**src/rtl/dram_stream_reader.sv**
```systemverilog
// AXI3 read master streaming a 128-byte-aligned DRAM buffer out as 64-bit words; R->dout 1 cycle, 1 beat/cycle.
// Backpressure: ARs only issue when FIFO space is reserved for all 16 beats, so RREADY is tied high.
module dram_stream_reader #(
  parameter int FIFO_DEPTH = 64
) (
  input  logic        CLK,
  input  logic        RST,
  input  logic [31:0] CONFIG_START_ADDR,
  input  logic [31:0] CONFIG_NBYTES,
  input  logic        start,
  output logic        MMIO_READY,
  output logic        error,
  output logic [31:0] M_AXI_ARADDR,
  output logic        M_AXI_ARVALID,
  input  logic        M_AXI_ARREADY,
  output logic [3:0]  M_AXI_ARLEN,
  output logic [2:0]  M_AXI_ARSIZE,
  output logic [1:0]  M_AXI_ARBURST,
  input  logic [63:0] M_AXI_RDATA,
  input  logic        M_AXI_RVALID,
  output logic        M_AXI_RREADY,
  input  logic        M_AXI_RLAST,
  input  logic [1:0]  M_AXI_RRESP,
  output logic [63:0] dout,
  output logic        dout_valid,
  input  logic        dout_ready
);

  localparam int AW = $clog2(FIFO_DEPTH);
  localparam int CW = AW + 2;

  typedef enum logic [1:0] {IDLE, RUN, DRAIN} state_t;

  state_t        state_q, state_d;
  logic [31:0]   addr_q, addr_d;
  logic [24:0]   bursts_left_q, bursts_left_d;
  logic [28:0]   beats_left_q, beats_left_d;
  logic [CW-1:0] count_q, count_d;
  logic [CW-1:0] outst_q, outst_d;
  logic [AW-1:0] wr_ptr_q, wr_ptr_d;
  logic [AW-1:0] rd_ptr_q, rd_ptr_d;
  logic          error_q, error_d;
  logic [63:0]   mem_q [FIFO_DEPTH];

  logic          mmio_ready;
  logic          arvalid;
  logic          ar_hs;
  logic          r_wr;
  logic          d_rd;
  logic          credit_ok;
  logic [CW-1:0] reserved;
  logic          unused_ok;

  // Credit counts both buffered words and beats already requested but still in flight.
  assign reserved   = count_q + outst_q;
  assign credit_ok  = (reserved + CW'(16)) <= CW'(FIFO_DEPTH);
  assign ar_hs      = arvalid && M_AXI_ARREADY;
  assign r_wr       = M_AXI_RVALID && (state_q != IDLE);
  assign dout_valid = (count_q != '0);
  assign d_rd       = dout_valid && dout_ready;
  assign unused_ok  = ^{M_AXI_RLAST, CONFIG_START_ADDR[6:0], CONFIG_NBYTES[6:0]};

  always_ff @(posedge CLK) begin
    if (RST) state_q <= IDLE;
    else     state_q <= state_d;
  end

  always_comb begin
    state_d = state_q;
    case (state_q)
      IDLE:    if (start && (CONFIG_NBYTES[31:7] != '0)) state_d = RUN;
      RUN:     if (ar_hs && (bursts_left_q == 25'd1)) state_d = DRAIN;
      DRAIN:   if ((beats_left_d == '0) && (count_d == '0)) state_d = IDLE;
      default: state_d = IDLE;
    endcase
  end

  always_comb begin
    mmio_ready = 1'b0;
    arvalid    = 1'b0;
    case (state_q)
      IDLE:    mmio_ready = 1'b1;
      RUN:     arvalid = credit_ok && (bursts_left_q != '0) && !RST;
      default: ;
    endcase
  end

  always_comb begin
    addr_d        = addr_q;
    bursts_left_d = bursts_left_q;
    beats_left_d  = beats_left_q;
    error_d       = error_q;
    if ((state_q == IDLE) && start) begin
      addr_d        = {CONFIG_START_ADDR[31:7], 7'b0};
      bursts_left_d = CONFIG_NBYTES[31:7];
      beats_left_d  = {CONFIG_NBYTES[31:7], 4'b0};
      error_d       = 1'b0;
    end
    if (ar_hs) begin
      addr_d        = addr_q + 32'd128;
      bursts_left_d = bursts_left_q - 25'd1;
    end
    if (d_rd) beats_left_d = beats_left_q - 29'd1;
    if (r_wr && (M_AXI_RRESP != 2'b00)) error_d = 1'b1;
    count_d  = count_q + CW'(r_wr) - CW'(d_rd);
    outst_d  = outst_q + (ar_hs ? CW'(16) : CW'(0)) - CW'(r_wr);
    wr_ptr_d = wr_ptr_q + AW'(r_wr);
    rd_ptr_d = rd_ptr_q + AW'(d_rd);
  end

  always_ff @(posedge CLK) begin
    if (RST) begin
      addr_q        <= '0;
      bursts_left_q <= '0;
      beats_left_q  <= '0;
      count_q       <= '0;
      outst_q       <= '0;
      wr_ptr_q      <= '0;
      rd_ptr_q      <= '0;
      error_q       <= 1'b0;
    end else begin
      addr_q        <= addr_d;
      bursts_left_q <= bursts_left_d;
      beats_left_q  <= beats_left_d;
      count_q       <= count_d;
      outst_q       <= outst_d;
      wr_ptr_q      <= wr_ptr_d;
      rd_ptr_q      <= rd_ptr_d;
      error_q       <= error_d;
    end
  end

  always_ff @(posedge CLK) begin
    if (r_wr) mem_q[wr_ptr_q] <= M_AXI_RDATA;
  end

  assign dout          = dout_valid ? mem_q[rd_ptr_q] : 64'h0;
  assign MMIO_READY    = mmio_ready;
  assign error         = error_q;
  assign M_AXI_ARADDR  = addr_q;
  assign M_AXI_ARVALID = arvalid;
  assign M_AXI_ARLEN   = 4'hF;
  assign M_AXI_ARSIZE  = 3'b011;
  assign M_AXI_ARBURST = 2'b01;
  assign M_AXI_RREADY  = 1'b1;

endmodule
```
**config.mk**
```make
export PLATFORM = sky130hd
export DESIGN_NAME = dram_stream_reader
export DESIGN_NICKNAME = d
export VERILOG_FILES = /design/src/rtl/dram_stream_reader.sv
export SDC_FILE = /design/constraint.sdc
export NUM_CORES = 2
export LEC_CHECK = 0
export ABC_AREA = 1
export BUFFER_PORTS_ARGS = -buffer_cell sky130_fd_sc_hd__buf_2
export CAP_MARGIN = 0
export CORE_ASPECT_RATIO = 1.25
export CORE_MARGIN = 4
export CORE_UTILIZATION = 40
export CTS_BUF_LIST = sky130_fd_sc_hd__clkbuf_4
export CTS_CLUSTER_DIAMETER = 80
export CTS_CLUSTER_SIZE = 14
export DETAILED_ROUTE_END_ITERATION = 8
export PLACE_DENSITY = 0.53
export SYNTH_ARGS = -nofsm -noshare
export SYNTH_HDL_FRONTEND = slang
export SYNTH_SLANG_ARGS = --single-unit
```
**constraint.sdc**
```tcl
create_clock -name CLK -period 11.4 [get_ports CLK]
set_input_delay 1.14 -clock CLK [delete_from_list [all_inputs] [get_ports CLK]]
set_output_delay 1.14 -clock CLK [all_outputs]
set_load 0.02 [all_outputs]
```
* Word-level counts from Yosys, hierarchy flattened
Memories as Yosys holds them, arrays and structs flattened. A register that Yosys moved wholly into a read port is not among the register bits. Index checks and enable logic that the tools add are counted.
Word-level totals: memories 1, bits in registers 117, bits of input ports 137, bits in writable memories 4096, output and inout bits 110
Memories:
- mem_q | depth 64, width 64, read ports 1, clocked after memory_dff 1, wr ports 1, RTL line 43 | logic [63:0] mem_q [FIFO_DEPTH];
Operators by class: multiplexer cells 19, equal/unequal tests 6, add/sub/neg operators 11, magnitude comparators 1, reduce and logical (&&, ||, !) cells 22
Operator list (count):
- two-way mux 32 bit | 2
- two-way mux 64 bit | 1
- two-way mux 29 bit | 2
- two-way mux 25 bit | 2
- nonzero test 25 bit | 2
- adder 32 x 8 -> 32 bit (second input constant) | 1
- logical NOT 29 bit | 1
- subtractor 29 x 1 -> 29 bit (second input constant) | 1
- equality test 25 x 1 -> 1 bit (second input constant) | 1
- subtractor 25 x 1 -> 25 bit (second input constant) | 1
- subtractor 8 x 1 -> 8 bit | 2
- adder 6 x 1 -> 6 bit | 2
- logical AND 1 bit | 10
- adder 8 x 1 -> 8 bit | 1
- adder 8 x 5 -> 8 bit | 1
- adder 8 x 5 -> 8 bit (second input constant) | 1
- adder 8 bit | 1
- <= comparator 8 x 7 -> 1 bit (second input constant) | 1
- logical NOT 8 bit | 1
- nonzero test 2 bit | 4
- nonzero test 8 bit | 1
- two-way mux 1 bit | 6
- two-way mux 2 bit | 3
- two-way mux 6 bit | 1
- 8 further kinds | 10

* Longest topological paths before layout
depth in word-level cells 10, gate-level depth with buffers 26, gate-level depth less buffers 25

* Worst setup path after synthesis
OpenSTA, ideal clock, no wires.
kind input to register, from input M_AXI_RVALID, to memory mem_q[0][0] (enable), setup time 0.487 ns, required time 10.913 ns, setup slack 6.587 ns, stages 4, arrival time 4.326 ns, cell sequence nand2_1 -> clkinv_1 -> nand4_1 -> nor2_1
On the way: cells in the longest elaborated chain, start to end 3
Ends and longest elaborated chain:
- start, declared | RTL line 20 | input logic M_AXI_RVALID,
- logical AND 1 bit | RTL line 58 | assign r_wr = M_AXI_RVALID && (state_q != IDLE);
- two-way mux 1 bit | RTL line 134 | if (r_wr) mem_q[wr_ptr_q] <= M_AXI_RDATA;
- two-way mux 1 bit (not written as such) | RTL line 134
- end, declared | RTL line 43
No other way between the ends.

==> flow_metrics.tcl <==
set metrics [dict create \
    outcome "complete, no violations" \
    maxCapViolCount 0 \
    ioPinCount 247 \
    start_util 0.402 \
    end_kind "output pin" \
    nFillCells 37700 \
    synthCells 12600 \
    dpl_cell_area_um2 173000 \
    dr_total_vias 110000 \
    worstSetupPathType "flip-flop to output pin" \
    ys_warn_count 0 \
    finalCritPeriodShare 0.719 \
    start_kind "flip-flop" \
    power_density_nw_per_um2 172 \
    required_ps 10260 \
    setup_viol 0 \
    clock_sinks 4206 \
    slew_headroom 0.0244 \
    drc 0 \
    cts_resized 0 \
    drt_iter0_drc 12700 \
    slowest_stage "a21oi_1" \
    grt_max_degree 283 \
    cts_made_buffers 345 \
    critPathArrivalTime_ps 7050 \
    design_power_total_w 0.0303 \
    grt_overflow_total 0 \
    htree_levels 5 \
    vdd_drop_max_v 0.000202 \
    fin_skew_ps 97.9 \
    viasPerCell 6.09 \
    period_needed_ps 8190 \
    cts-root-buf "clkbuf_4" \
    grt_pass1_wl_mm 773 \
    ys_ff_latch 4206 \
    syn_avg_cell_area_um2 13.2 \
    clk_pin_slew_ps 150 \
    place.gp.congestion 0.783 \
    cp_max_fo 240 \
    numPortBuffers 214 \
    wl_per_cell_um 30.4 \
    core-area_um2 414000 \
    tns_ps 0 \
    layout.nets 12700 \
    grt_pass1_vias 105000 \
    fp.dieH_um 729 \
    antenna_found_initial 61 \
    first_pass_iters 6 \
    ys_types 47 \
    clock_latency_ps 1550 \
    crit_top_cell "nand3_1" \
    die_x_um 585 \
    fin_area_um2 177000 \
    max_clock_freq_mhz 122 \
    row_count 264 \
    crit_chain "buf_4 -> buf_4 -> buf_12 -> o21ai_0 -> o221ai_1 -> nand3_1 -> nand3_1 -> nand3_1 -> a21oi_1 -> buf_2" \
    slew_viol_final 0 \
    hold_path.class "primary input to flip-flop" \
    cts_buffer_depth 4 \
    p_leak_nw 54.7 \
    ys_seq_area_frac 0.753 \
    grt_usage 0.250 \
    syn-cell-area_um2 166000 \
    ant_nets 0 \
    post-dp-hpwl_mm 280 \
    drive_above_1_share 0.0761 \
    tritoncts "yes" \
    dieArea_um2 426000 \
    grt_setup_unrepaired "false" \
    critical_path.max_stage_delay_ps 860 \
    hold_violations 0 \
    drt_wl_total_mm 551 \
    tightest_slew_ps 1460 \
    synthToLayoutAreaGrowth_pct 6.13 \
]
## layer usage
layer / track usage / wire [um]
met2: 0.416 / 265000
met4: 0.0966 / 22900
met5: 0 / 133
met1: 0.331 / 217000
met3: 0.0395 / 45900
## Yosys cell counts (all sizes together)
master	n	area (um2)
a211oi	1	7.51
a21boi	1	7.51
a21oi	317	1590
a22oi	4	30.0
a31oi	33	206
a41oi	1	8.76
and2	1	6.26
buf	376	2110
clkbuf	552	2090
clkinv	3	11.3
conb	2	7.51
dfxtp	110	2200
edfxtp	4096	123000
fa	3	60.1
ha	41	513
inv	147	557
nand2	665	2510
nand3	571	2880
nand3b	5	50.1
nand4	90	563
nor2	2290	8640
nor3	20	115
nor4	9	68.8
o211ai	86	646
o21a	1	7.51
o21ai	2103	10500
o21bai	5	37.5
o221ai	431	3770
o22ai	593	3710
or2	2	12.5
xnor2	17	149
xor2	30	263
## final cells by class
| type | instances | area, um2 | share of cell area |
|---|---|---|---|
| Multi-Input combinational cell | 7337 | 36900 | 0.209 |
| Antenna cell | 48 | 120 | 0.000680 |
| Tap cell | 5453 | 6820 | 0.0386 |
| Timing Repair Buffer | 502 | 3640 | 0.0206 |
| Clock buffer | 369 | 2770 | 0.0157 |
| Inverter | 150 | 637 | 0.00361 |
| Clock inverter | 32 | 407 | 0.00230 |
| Sequential cell | 4206 | 125000 | 0.709 |
## path summary, 6_finish.rpt
| check | from | to | slack (ps) | cells after the start |
|---|---|---|---|---|
| max | rd_ptr_q[0] | dout[16] | 3210 | 10 |
| max reg2reg | state_q[1] | mem_q[11][25] | 6120 | 9 |
| min | M_AXI_RDATA[54] | mem_q[53][54] | 280 | 1 |
| min reg2reg | error | error | 480 | 2 |
## stage by stage
stage	instances	utilization	setup slack (ps)	hold WS (ps)
4_1_cts	18000	0.426	3030	63.4
5_1_grt	18100	0.427	2910	171
3_5_place_dp	17600	0.417	4830	465
3_3_place_gp	17600	0.417	4890	450
6_report	18100	0.427	3210	282
2_1_floorplan	12600	-	6590	458
## cell families (layout without fill, tap and decap cells)
kind of cell | Yosys count | after routing | share of synthesized area
DFF | 4206 | 4206 | 0.753
other | 2 | 65 | 0.0000451
xor gates and xnor gates | 47 | 47 | 0.00247
AOI/OAI and AO/OA | 3576 | 3576 | 0.124
and+or+nand+nor | 3653 | 3653 | 0.0892
buffers and inverters | 1078 | 1053 | 0.0287
adders and majority gates | 44 | 44 | 0.00344
## registers in the layout, indices dropped and copies added, names as in the netlist
| name | count |
|---|---|
| wr_ptr_q | 6 |
| mem_q | 4096 |
| count_q | 8 |
| rd_ptr_q | 6 |
| beats_left_q | 29 |
| state_q | 2 |
| error | 1 |
| M_AXI_ARADDR | 25 |
| outst_q | 8 |
| bursts_left_q | 25 |
## report_power, final
part | switching, W | internal (W) | total, W
Clock | 0.00471 | 0.00170 | 0.00641
Combinational | 0.00502 | 0.00178 | 0.00679
Sequential | 0.000111 | 0.0170 | 0.0171
## worst max-delay path: cells and delay by family, from the launching register on
family                 cells  cell delay, ps
buffers and inverters      4            2540
and+or+nand+nor            3             400
AOI/OAI and AO/OA          3            1390
DFF                        1             800
## layout by cell type (no fill, tap or decap), types with 4 or more instances in the layout
master and n:
a21oi_1 315, a22oi_1 4, a31oi_1 33, buf_12 21, buf_2 213, buf_4 210
bufinv_16 8, clkbuf_4 369, conb_1 17, dfxtp_1 105, dfxtp_4 5, diode_2 48
dlygate4sd3_1 58, edfxtp_1 4096, ha_1 41, inv_1 136, inv_2 17, inv_8 10
nand2_1 660, nand2_2 5, nand3_1 566, nand3_2 5, nand3b_1 4, nand4_1 90
nor2_1 2211, nor2_2 11, nor2_4 68, nor3_1 17, nor4_1 7, o211ai_1 86
o21ai_0 2026, o21ai_1 77, o21bai_1 5, o221ai_1 431, o22ai_1 593, xnor2_1 17
xor2_1 30
## repair_timing
action | in CTS | in global routing
hold endpoints to repair | 82 | 0
hold buffers | 58 | 0
buffers inserted | 0 | 0
(Power assumes the default switching activity.)
